### src/rtl/mem_io_arbiter.sv
// Two-requester (CPU, DMA) arbiter in front of a single-port memory with a fixed
// wait-state count. Ties go to whichever requester was not served last.
module mem_io_arbiter #(
  parameter int unsigned WAIT_CYCLES = 1
) (
  input  logic        clk,
  input  logic        rst,
  input  logic        CPU_MIO,
  input  logic        cpu_we,
  input  logic [31:0] cpu_addr,
  input  logic [31:0] cpu_wdata,
  input  logic [2:0]  cpu_ctrl,
  output logic        MIO_ready,
  output logic [31:0] cpu_rdata,
  input  logic        dma_req,
  input  logic        dma_we,
  input  logic [31:0] dma_addr,
  input  logic [31:0] dma_wdata,
  input  logic [2:0]  dma_ctrl,
  output logic        dma_ack,
  output logic [31:0] dma_rdata,
  output logic        mem_en,
  output logic        mem_we,
  output logic [31:0] mem_addr,
  output logic [31:0] mem_wdata,
  output logic [2:0]  mem_ctrl,
  input  logic [31:0] mem_rdata
);

  typedef enum logic [1:0] {IDLE, ACCESS, WAIT, DONE} state_e;
  typedef enum logic {GNT_CPU = 1'b0, GNT_DMA = 1'b1} req_e;

  // Counter reload value; unused (and wrapped) when WAIT_CYCLES is 0.
  localparam logic [3:0] WAIT_LOAD = 4'(WAIT_CYCLES - 1);

  state_e      state_q, state_d;
  req_e        gnt, gnt_d;
  req_e        last_gnt, last_gnt_d;
  req_e        pick;
  logic [3:0]  cnt_q, cnt_d;
  logic        we_q, we_d;
  logic [31:0] addr_q, addr_d;
  logic [31:0] wdata_q, wdata_d;
  logic [2:0]  ctrl_q, ctrl_d;
  logic [31:0] rdata_q, rdata_d;

  always_comb begin
    // NOTE: every variable gets a default first so no path can infer a latch.
    state_d    = state_q;
    gnt_d      = gnt;
    last_gnt_d = last_gnt;
    cnt_d      = cnt_q;
    we_d       = we_q;
    addr_d     = addr_q;
    wdata_d    = wdata_q;
    ctrl_d     = ctrl_q;
    rdata_d    = rdata_q;
    pick       = GNT_CPU;

    if (CPU_MIO && dma_req) pick = (last_gnt == GNT_CPU) ? GNT_DMA : GNT_CPU;
    else if (dma_req)       pick = GNT_DMA;

    case (state_q)
      IDLE: begin
        if (CPU_MIO || dma_req) begin
          gnt_d      = pick;
          last_gnt_d = pick;
          we_d       = (pick == GNT_DMA) ? dma_we    : cpu_we;
          addr_d     = (pick == GNT_DMA) ? dma_addr  : cpu_addr;
          wdata_d    = (pick == GNT_DMA) ? dma_wdata : cpu_wdata;
          ctrl_d     = (pick == GNT_DMA) ? dma_ctrl  : cpu_ctrl;
          state_d    = ACCESS;
        end
      end
      ACCESS: begin
        if (WAIT_CYCLES == 0) begin
          rdata_d = mem_rdata;
          state_d = DONE;
        end else begin
          cnt_d   = WAIT_LOAD;
          state_d = WAIT;
        end
      end
      WAIT: begin
        if (cnt_q == 4'd0) begin
          rdata_d = mem_rdata;
          state_d = DONE;
        end else begin
          cnt_d = cnt_q - 4'd1;
        end
      end
      DONE:    state_d = IDLE;
      default: state_d = IDLE;
    endcase
  end

  // NOTE: synchronous reset clears every register, including the data latches,
  // so the memory-side outputs read as zero right after reset.
  always_ff @(posedge clk) begin
    if (rst) begin
      state_q  <= IDLE;
      gnt      <= GNT_CPU;
      last_gnt <= GNT_DMA;
      cnt_q    <= 4'd0;
      we_q     <= 1'b0;
      addr_q   <= '0;
      wdata_q  <= '0;
      ctrl_q   <= '0;
      rdata_q  <= '0;
    end else begin
      state_q  <= state_d;
      gnt      <= gnt_d;
      last_gnt <= last_gnt_d;
      cnt_q    <= cnt_d;
      we_q     <= we_d;
      addr_q   <= addr_d;
      wdata_q  <= wdata_d;
      ctrl_q   <= ctrl_d;
      rdata_q  <= rdata_d;
    end
  end

  // All outputs decode registered state only, except MIO_ready's bypass for an idle CPU.
  assign mem_en    = (state_q == ACCESS);
  assign mem_we    = mem_en & we_q;
  assign mem_addr  = addr_q;
  assign mem_wdata = wdata_q;
  assign mem_ctrl  = ctrl_q;
  assign dma_ack   = (state_q == DONE) && (gnt == GNT_DMA);
  assign MIO_ready = !CPU_MIO || ((state_q == DONE) && (gnt == GNT_CPU));
  assign cpu_rdata = (gnt == GNT_CPU) ? rdata_q : '0;
  assign dma_rdata = (gnt == GNT_DMA) ? rdata_q : '0;

endmodule
### config.mk
export PLATFORM = sky130hd
export DESIGN_NAME = mem_io_arbiter
export DESIGN_NICKNAME = d
export VERILOG_FILES = /design/src/rtl/mem_io_arbiter.sv
export SDC_FILE = /design/constraint.sdc
export NUM_CORES = 1
export LEC_CHECK = 0
export CAP_MARGIN = 5
export CORE_MARGIN = 2
export CORE_UTILIZATION = 35
export CTS_BUF_LIST = sky130_fd_sc_hd__clkbuf_4 sky130_fd_sc_hd__clkbuf_8
export DETAILED_ROUTE_END_ITERATION = 10
export PLACE_DENSITY = 0.8
export SYNTH_ARGS = -nofsm -noshare
export SYNTH_HDL_FRONTEND = slang
export SYNTH_SLANG_ARGS = --single-unit
### constraint.sdc
create_clock -name clk -period 1.5 [get_ports clk]
set_clock_uncertainty 0.05 [all_clocks]
set_input_delay 0.15 -clock clk [delete_from_list [all_inputs] [get_ports clk]]
set_output_delay 0.15 -clock clk [all_outputs]
set_load 0.005 [all_outputs]
==> results of run 1 <==
## flip-flops by register name, indices dropped and copies added, names as in the netlist
name       cells
gnt            1
mem_ctrl       3
rdata_q       32
mem_wdata     32
we_q           1
state_q        2
mem_addr      32
last_gnt       1
cnt_q          4
## stage by stage
step,setup slack [ns],power [mW],cells,TNS [ns],utilization [%]
finish,-0.178,14.2,1116,-7.73,71.4
global route,-0.228,15.0,1116,-13.43,71.4
CTS,-0.133,13.2,1098,-9.15,66.0
detailed placement,-0.421,10.3,1058,-20.77,61.7
global placement,-0.451,10.1,1058,-19.56,61.7
floorplan,-0.0328,6.95,574,-0.0328,-
## worst paths after layout
path                            startpoint                  endpoint  depth (start not counted)
setup reg to reg   state_q[0]$_SDFFE_PP0P_   rdata_q[2]$_SDFFE_PP0P_                          7
hold / removal               mem_rdata[25]  rdata_q[25]$_SDFFE_PP0P_                          3
hold reg to reg   rdata_q[16]$_SDFFE_PP0P_  rdata_q[16]$_SDFFE_PP0P_                          2
setup / recovery          gnt$_SDFFE_PP0P_              cpu_rdata[7]                          5
## where the power goes
| part | switching, mW | internal, mW | total, mW |
|---|---|---|---|
| combinational | 3.53 | 4.49 | 8.02 |
| sequential | 0.581 | 3.77 | 4.35 |
| clock | 1.03 | 0.855 | 1.89 |
## layer usage
metal	part of all wire, %	wire length [um]	global-route usage [%]
met1	35	7190	22.8
met2	53	11000	44.6
met3	8.0	1640	5.63
met4	3.6	731	8.03
met5	0	0	0
## synthesized netlist by cell type
cell       count
or2_2          1
buf_4          6
o211ai_1       2
buf_1          4
a22oi_1        1
or3b_2         1
a21oi_1       37
inv_1          6
a211oi_1      69
o21a_1         1
nand3_1        1
o21ai_0        4
a21o_1         1
nand2b_1       3
nor3_1         1
nand4b_1       1
buf_8          1
a21boi_1       1
nand2_1       64
nor2_1        70
dfxtp_1      108
mux2i_1       69
a31oi_1        1
or3_1          2
nor4bb_1       1
o31a_1         1
or4_1          1
buf_2         10
nand4bb_1      1
and2_1        34
nor2b_1       33
clkbuf_1      29
buf_12         1
ha_1           6
nor3b_1        2
## area by class of cell
class	instances	area, um^2
fill	980	3980
clock inverter	4	48.8
tap	180	225
timing repair buffer	395	4020
multi-input combinational	411	3290
inverter	6	30.0
sequential	108	2180
clock buffer	12	153
## layout by cell type (no fill, tap or decap), types with 28 or more instances in the layout
cell / Yosys / layout
a21oi_2: 0 / 28
clkdlybuf4s50_1: 0 / 228
buf_6: 0 / 33
nand2_1: 64 / 38
buf_2: 10 / 45
nor2_1: 70 / 70
buf_4: 6 / 46
a211oi_1: 69 / 46
mux2i_1: 69 / 64
dfxtp_1: 108 / 99
## cell families (layout without fill, tap and decap cells)
logic type                 after synthesis  after routing
AOI/OAI and AO/OA                      118            120
adders and majority gates                6              6
buffers and inverters                   57            417
DFF                                    108            108
muxes                                   69             69
and+or+nand+nor                        216            216
## what timing repair did
action,4_1_cts,5_1_grt
endpoints found under the setup margin,176,160
buffers inserted,11,18
pin swaps,9,63
gates resized for setup,340,168
cloned,13,5
## worst max-delay path: cells and delay by family, from the launching register on
family | cells | cell delay [ns]
buffers and inverters | 4 | 0.55
flip-flops | 1 | 0.38
AND/OR/NAND/NOR | 1 | 0.15
==> metrics.txt, run 1 <==
run status complete, but fails checks; failing checks setup timing; num ports 307; cts bufs inserted 9; Synth Net Count 752; Hold Path Class input pin to flip-flop; Antenna diodes 0; CP Data Required Time 1.30 ns; die height 124 um; RSZ-0062 raised after global routing true; DR pass1 iterations 4; vias in the first global route 5150; GP Congestion 0.771; Tmin final 1.68 ns; fin nets 1109; Sink Count 108; synth-to-layout area growth 98.3%; vias per cell 5.07; IO Port Bufs 306; mux cell area share after synthesis 13.8%; CTS Hold Bufs 0; synth top area cells dfxtp_1 (43%), mux2i_1 (14%), a211oi_1 (10%), nor2_1 (5.2%), nand2_1 (4.8%); clock-pin slew on the worst setup and hold paths 0.11 ns; Worst EP arrival 1.48 ns; Max Clk Rate 596 MHz; power per standard cell area 1430 nW/um^2; fraction of final layout cells with drive strength greater than 1 33.4%; Crit path top cell by count buf_12; Worst Tran Pin Value 0.724 ns; aggregate global routing overflow 0; Cell Area, Placed 8590 um^2; YS warnings 0; adder-cell share of the synthesized area 1.50%; Synth area leader dfxtp_1; Synth Area in XOR/XNOR 0%; initial drt markers 220; Final Slew Violations 0; highest cell delay on the worst timing path 0.38 ns; Vias 5654; Fin Hold WS 0.264 ns; worst-path maximum fanout 8; crit-path cells buf_12 > buf_12 > buf_16 > nor2b_4 > buf_2; number of remaining DRC errors 0; Fin. Hold Viols 0; CP max-delay cell dfxtp_4; WL/cell 18.4 um; largest net degree at the start of global routing 52; ANT nets after route 0; crit path kind flip-flop to primary output; Compound-Gate Fraction of Synth Area 15.6%; Relative slew margins 51.7%; CTS tree yes; Synth Area in Simple Gates 20.5%; Setup violations, final 95; post-route setup slack -0.178 ns; CP startpoint kind flip-flop; flop-to-flop setup slack -0.11 ns; total track usage 22.7%; clk root buf clkbuf_8; Syn Area/Cell 8.74 um^2; Max-Cap Viols 0; Final Cell Area 9950 um^2; CTS H-tree depth 3; DIE WIDTH 124 um; DP HPWL 12400 um; sequential-to-total area share from yosys stat 43.1%; share of the synthesized area in the top cell type 43.1%; Detailed Route WL 20500 um; Worst-Skew Late Latency 0.38 ns; largest family of logic cells by synthesized area simple AND/OR/NAND/NOR gates; VDD IR max 0.635 mV; Leak 4.15 nW; core area 13900 um^2; crit end category primary output; initial antenna violation count 0; Tcrit/Tclk final 112%; cell count after synthesis 574; FP Rows 43; cell area after synthesis 5020 um^2; first-pass GRT wire length 26500 um; synthesis-stage register bit count 108; post-synthesis cell type count 35; Initial Util 36.0%; Clock Path Buffers 2; Die Area 15300 um^2
No activity file was read; power rests on OpenSTA's default activity.
==> inputs of run 2 (changes only) <==
SETUP_SLACK_MARGIN = 0.5   (was unset)
==> run 2 against run 1 <==
Compared with the run above: the flow still finishes with violations (setup timing); clock-buffer cell count fell by 1; worst hold slack got worse by 0.058 ns; register-to-register slack got worse by 0.13 ns; core utilization rose by 6.5 points; sequential share of layout area fell by 1.0 points.
==> metrics.txt, run 2 (synthesized netlist as in run 1, its figures left out) <==
Vias 6002 (was 5654); Tcrit/Tclk final 116% (was 112%); run status complete, but fails checks (unchanged); DIE WIDTH 124 um (unchanged); post-route setup slack -0.242 ns (was -0.178 ns); clock share of power 11.9% (was 13.2%); failing checks setup timing (unchanged); Detailed Route WL 22600 um (was 20500 um); CTS tree yes (unchanged); Fin. Hold Viols 0 (unchanged); Psw 6.27 mW (was 5.14 mW); Relative slew margins 59.5% (was 51.7%); CP Data Required Time 1.76 ns (was 1.30 ns); vias per cell 5.17 (was 5.07); Setup violations, final 111 (was 95); Clock Path Buffers 2 (unchanged); clock-pin slew on the worst setup and hold paths 0.10 ns (was 0.11 ns); DP HPWL 12100 um (was 12400 um); Worst EP arrival 2.00 ns (was 1.48 ns); most common cell after layout, fill and taps aside clkdlybuf4s50_1 (unchanged); area of the multi-input gates 3400 um^2 (was 3290 um^2); Sink Count 108 (unchanged); Tmin final 1.74 ns (was 1.68 ns); Initial Util 36.0% (unchanged); Filler Cell Count 890 (was 980); Overall Power 17.4 mW (was 14.2 mW); crit end category flip-flop (was primary output); Die Area 15300 um^2 (unchanged); initial antenna violation count 0 (unchanged); total track usage 23.2% (was 22.7%); ANT nets after route 0 (unchanged); GP Congestion 0.809 (was 0.771); largest net degree at the start of global routing 41 (was 52); IO Port Bufs 306 (unchanged); aggregate global routing overflow 0 (unchanged); fraction of final layout cells with drive strength greater than 1 54.1% (was 33.4%); register area 2270 um^2 (was 2180 um^2); Gate power share 61.3% (was 56.3%); CP startpoint kind flip-flop (unchanged); Antenna diodes 0 (unchanged); Leak 4.50 nW (was 4.15 nW); Cell Area, Placed 8670 um^2 (was 8590 um^2); Final Cell Area 10900 um^2 (was 9950 um^2); core area 13900 um^2 (unchanged); first-pass GRT wire length 27100 um (was 26500 um); placed cell count 1043 (was 1058); Worst-Skew Late Latency 0.39 ns (was 0.38 ns); fin nets 1154 (was 1109); die height 124 um (unchanged); worst-path maximum fanout 8 (unchanged); internal power 11.2 mW (was 9.11 mW); clk root buf clkbuf_8 (unchanged); WL/cell 19.5 um (was 18.4 um); final cell count without fillers 1161 (was 1116); commonest non-fill, non-tap cells in the layout clkdlybuf4s50_1 (170), buf_6 (117), mux2i_1 (66), dfxtp_2 (66), nand2_1 (61) (was clkdlybuf4s50_1 (228), dfxtp_1 (99), nor2_1 (70)); Max-Cap Viols 0 (unchanged); vias in the first global route 5321 (was 5150); Worst Tran Pin Value 0.608 ns (was 0.724 ns); DR pass1 iterations 5 (was 4); initial drt markers 302 (was 220); FP Rows 43 (unchanged); Seq pwr share 26.8% (was 30.5%); VDD IR max 0.844 mV (was 0.635 mV); CTS H-tree depth 3 (unchanged); cts bufs inserted 9 (unchanged); synth-to-layout area growth 116% (was 98.3%); number of remaining DRC errors 0 (unchanged); Max Clk Rate 574 MHz (was 596 MHz); crit path kind flip-flop to flip-flop (was flip-flop to primary output); power per standard cell area 1610 nW/um^2 (was 1430 nW/um^2); Hold Path Class input pin to flip-flop (unchanged); Final Slew Violations 0 (unchanged); Net Sw Frac 36.0% (was 36.1%); RSZ-0062 raised after global routing true (unchanged); num ports 307 (unchanged)
## run 2: metrics by stage
step / hold WS, ns / TNS (ns) / utilization (%) / setup slack, ns
3_5_place_dp: 0.403 / -15.15 / 62.3 / -0.300
4_1_cts: 0.169 / -8.54 / 69.4 / -0.357
3_3_place_gp: 0.398 / -13.21 / 62.3 / -0.245
5_1_grt: 0.226 / -12.71 / 77.9 / -0.292
2_1_floorplan: 0.236 / 0 / - / 0.101
6_report: 0.205 / -6.91 / 77.9 / -0.242
## run 2: final timing paths
path / from / end / slack (ns) / cells after the start
max: state_q[1]$_SDFFE_PP0P_ / rdata_q[17]$_SDFFE_PP0P_ / -0.24 / 8
min: rst / gnt$_SDFFE_PP0P_ / 0.21 / 2
max reg2reg: state_q[1]$_SDFFE_PP0P_ / rdata_q[17]$_SDFFE_PP0P_ / -0.24 / 8
min reg2reg: rdata_q[16]$_SDFFE_PP0P_ / rdata_q[16]$_SDFFE_PP0P_ / 0.43 / 2
## run 2: per-layer routing
metal / routed length, um / vias to the layer above / GRT usage [%] / share of wire, %
met5: 0 / - / 0 / 0
met4: 920 / 0 / 11.2 / 4.1
met3: 1890 / 62 / 6.41 / 8.3
met2: 12100 / 296 / 43.1 / 53
met1: 7720 / 2855 / 23.9 / 34
li1: - / 2789 / - / -
## run 2: layout make-up
class | count | share of cell area [%]
multi-input cells | 411 | 31.4
well taps | 180 | 2.07
flip-flops and latches | 108 | 20.9
clock buffers | 11 | 1.34
repair buffers | 440 | 43.3
clock inverters | 5 | 0.692
inverters | 6 | 0.323
## run 2: what timing repair did
action	CTS	global route
resized for setup	456	396
pin swaps	22	51
buffers inserted	22	51
cloned	11	18
hold buffers	0	0
setup endpoints to repair	243	243
## run 2: critical path: stages, from the launching register on
cell	delay [ns]
dfxtp_4	0.37
buf_12	0.11
buf_6	0.10
ha_4	0.15
nor4bb_4	0.28
buf_4	0.21
clkbuf_16	0.16
nand2_1	0.06
a21oi_1	0.17
## run 2: power by group through the flow
stage / logic, mW / registers, mW / clock network [mW]
3_3_place_gp: 5.96 / 4.33 / 0
5_1_grt: 11.2 / 4.75 / 2.21
6_report: 10.7 / 4.67 / 2.07
3_5_place_dp: 6.06 / 4.36 / 0
4_1_cts: 7.98 / 4.51 / 2.06
2_1_floorplan: 3.32 / 4.32 / 0
==> inputs of run 3 (changes only) <==
==> constraint.sdc (replaced) <==
create_clock -name clk -period 1.5 [get_ports clk]
set_clock_uncertainty 0.05 [all_clocks]
set_input_delay 0.225 -clock clk [delete_from_list [all_inputs] [get_ports clk]]
set_output_delay 0.225 -clock clk [all_outputs]
set_load 0.005 [all_outputs]
==> run 3 against run 2 <==
Compared with the run above: combinational power rose by 34%; die area did not move; maximum frequency fell by 6.7%; clock power rose by 9%; the flow still finishes with violations (setup timing); first-iteration DRC count rose by 45%; critical endpoint is now cpu_rdata[13]; critical path depth fell by 2; routed wire length rose by 34%; worst setup slack got worse by 0.12 ns; power rose by 23%; worst hold slack got worse by 0.011 ns.
==> metrics.txt, run 3 (synthesized netlist as in run 1, its figures left out) <==
FP Rows 43 (unchanged); cts bufs inserted 9 (unchanged); Final Util 87.6% (was 77.9%); IO Port Bufs 306 (unchanged); largest net degree at the start of global routing 42 (was 41); Setup violations, final 176 (was 111); Tcrit/Tclk final 124% (was 116%); RSZ-0062 raised after global routing true (unchanged); Setup crit start gnt$_SDFFE_PP0P_ (was state_q[1]$_SDFFE_PP0P_); Final Slew Violations 0 (unchanged); post-route setup slack -0.366 ns (was -0.242 ns); Worst EP arrival 1.59 ns (was 2.00 ns); R2R Path End mem_addr[4]$_SDFFE_PP0P_ (was rdata_q[17]$_SDFFE_PP0P_); Vias 6661 (was 6002); Die Area 15300 um^2 (unchanged); run status complete, but fails checks (unchanged); ANT nets after route 0 (unchanged); total track usage 28.7% (was 23.2%); aggregate global routing overflow 0 (unchanged); synth-to-layout area growth 143% (was 116%); placed cell count 1053 (was 1043); R2R depth 10 (was 8); first-pass GRT wire length 33400 um (was 27100 um); crit path kind flip-flop to primary output (was flip-flop to flip-flop); crit end category primary output (was flip-flop); WL/cell 25.1 um (was 19.5 um); Max Clk Rate 536 MHz (was 574 MHz); CTS Hold Bufs 0 (unchanged); VDD IR max 0.920 mV (was 0.844 mV); Tmin final 1.87 ns (was 1.74 ns); CP startpoint kind flip-flop (unchanged); power per standard cell area 1760 nW/um^2 (was 1610 nW/um^2); clk root buf clkbuf_8 (unchanged); CP Data Required Time 1.22 ns (was 1.76 ns); area of the multi-input gates 4160 um^2 (was 3400 um^2); flop-to-flop setup slack -0.31 ns (was -0.24 ns); Fin Hold WS 0.194 ns (was 0.205 ns); worst-path maximum fanout 5 (was 8); die height 124 um (unchanged); Antenna diodes 0 (unchanged); GP Congestion 0.770 (was 0.809); Hold Path Class input pin to flip-flop (unchanged); initial antenna violation count 0 (unchanged); Max-Cap Viols 0 (unchanged); core area 13900 um^2 (unchanged); Clock Path Buffers 2 (unchanged); Initial Util 36.0% (unchanged); DR pass1 iterations 5 (unchanged); DP HPWL 12400 um (was 12100 um); fraction of final layout cells with drive strength greater than 1 66.1% (was 54.1%); vias per cell 5.53 (was 5.17); Hold Path Depth 2 (unchanged); Worst-Skew Late Latency 0.39 ns (about the same); failing checks setup timing (unchanged); register area 2290 um^2 (was 2270 um^2); reg2reg start state_q[1]$_SDFFE_PP0P_ (unchanged); Sink Count 108 (unchanged); number of remaining DRC errors 0 (unchanged); Filler Cell Count 542 (was 890); CTS tree yes (unchanged); initial drt markers 438 (was 302); commonest non-fill, non-tap cells in the layout clkdlybuf4s50_1 (169), buf_6 (117), buf_4 (84) (was clkdlybuf4s50_1 (170), buf_6 (117), mux2i_1 (66), dfxtp_2 (66), nand2_1 (61)); vias in the first global route 6197 (was 5321); fin nets 1198 (was 1154); Hold Path Sink cnt_q[1]$_SDFFE_PP0P_ (was gnt$_SDFFE_PP0P_); Fin. Hold Viols 0 (unchanged); Worst Tran Pin Value 0.434 ns (was 0.608 ns); num ports 307 (unchanged); Leak 5.06 nW (was 4.50 nW); Detailed Route WL 30200 um (was 22600 um); clock-pin slew on the worst setup and hold paths 0.12 ns (was 0.10 ns); CTS H-tree depth 3 (unchanged); final cell count without fillers 1204 (was 1161); Relative slew margins 71.1% (was 59.5%); DIE WIDTH 124 um (unchanged); most common cell after layout, fill and taps aside clkdlybuf4s50_1 (unchanged); hold path start rst (unchanged)
## run 3: cell count changes in the layout (fill, tap and decap cells not counted), moves of 24 or more
cell	change
nor2_4	+37
nand2_1	-41
a21oi_2	+24
buf_4	+28
nand2_4	+37
a21oi_1	-25
## run 3: power breakdown
group / internal [mW] / leakage (nW) / switching [mW]
registers: 3.94 / 0.916 / 0.933
logic: 8.19 / 4.02 / 6.15
clock network: 1.14 / 0.120 / 1.11
total: 13.3 / 5.06 / 8.19
## run 3: layout make-up
type | instances | share of cell area [%]
Inverter | 6 | 0.246
Sequential cell | 108 | 18.7
Clock inverter | 4 | 0.810
Timing Repair Buffer | 485 | 43.2
Multi-Input combinational cell | 410 | 34.0
Tap cell | 180 | 1.85
Clock buffer | 11 | 1.14
## run 3: worst max path at each step
stage / endpoint / slack [ns] / depth (start not counted)
finish: cpu_rdata[13] / -0.37 / 6
floorplan: mem_wdata[18]$_SDFFE_PP0P_ / 0.10 / 7
CTS: cpu_rdata[11] / -0.29 / 6
detailed placement: mem_addr[0]$_SDFFE_PP0P_ / -0.41 / 6
global placement: mem_wdata[13]$_SDFFE_PP0P_ / -0.36 / 6
global route: cpu_rdata[13] / -0.38 / 6
## run 3: worst max-delay path, cell delays in order, from the launching register on
cell	delay (ns)
dfxtp_4	0.39
buf_6	0.12
buf_12	0.13
buf_12	0.13
buf_16	0.13
nor2b_2	0.14
buf_2	0.15
## run 3: routing by layer
metal	vias to the layer above	GRT usage (%)	wire length, um
li1	2872	-	-
met1	3223	30.7	10100
met2	440	54.6	15900
met3	126	6.00	2520
met4	0	11.6	1670
met5	-	0	0
## run 3: what timing repair did
action,4_1_cts,5_1_grt
gates resized for setup,841,257
pin swaps,99,52
setup buffers,60,48
setup endpoints to repair,243,243
cloned,27,1
## run 3: per-stage QoR
stage | area (um^2) | setup TNS (ns) | power, mW | setup slack, ns
finish | 12200 | -32.74 | 21.5 | -0.366
global route | 12200 | -37.81 | 22.1 | -0.377
CTS | 11000 | -17.42 | 18.0 | -0.293
detailed placement | 8790 | -24.86 | 10.6 | -0.412
global placement | 8790 | -22.31 | 10.5 | -0.362
floorplan | 5420 | 0 | 7.69 | 0.101
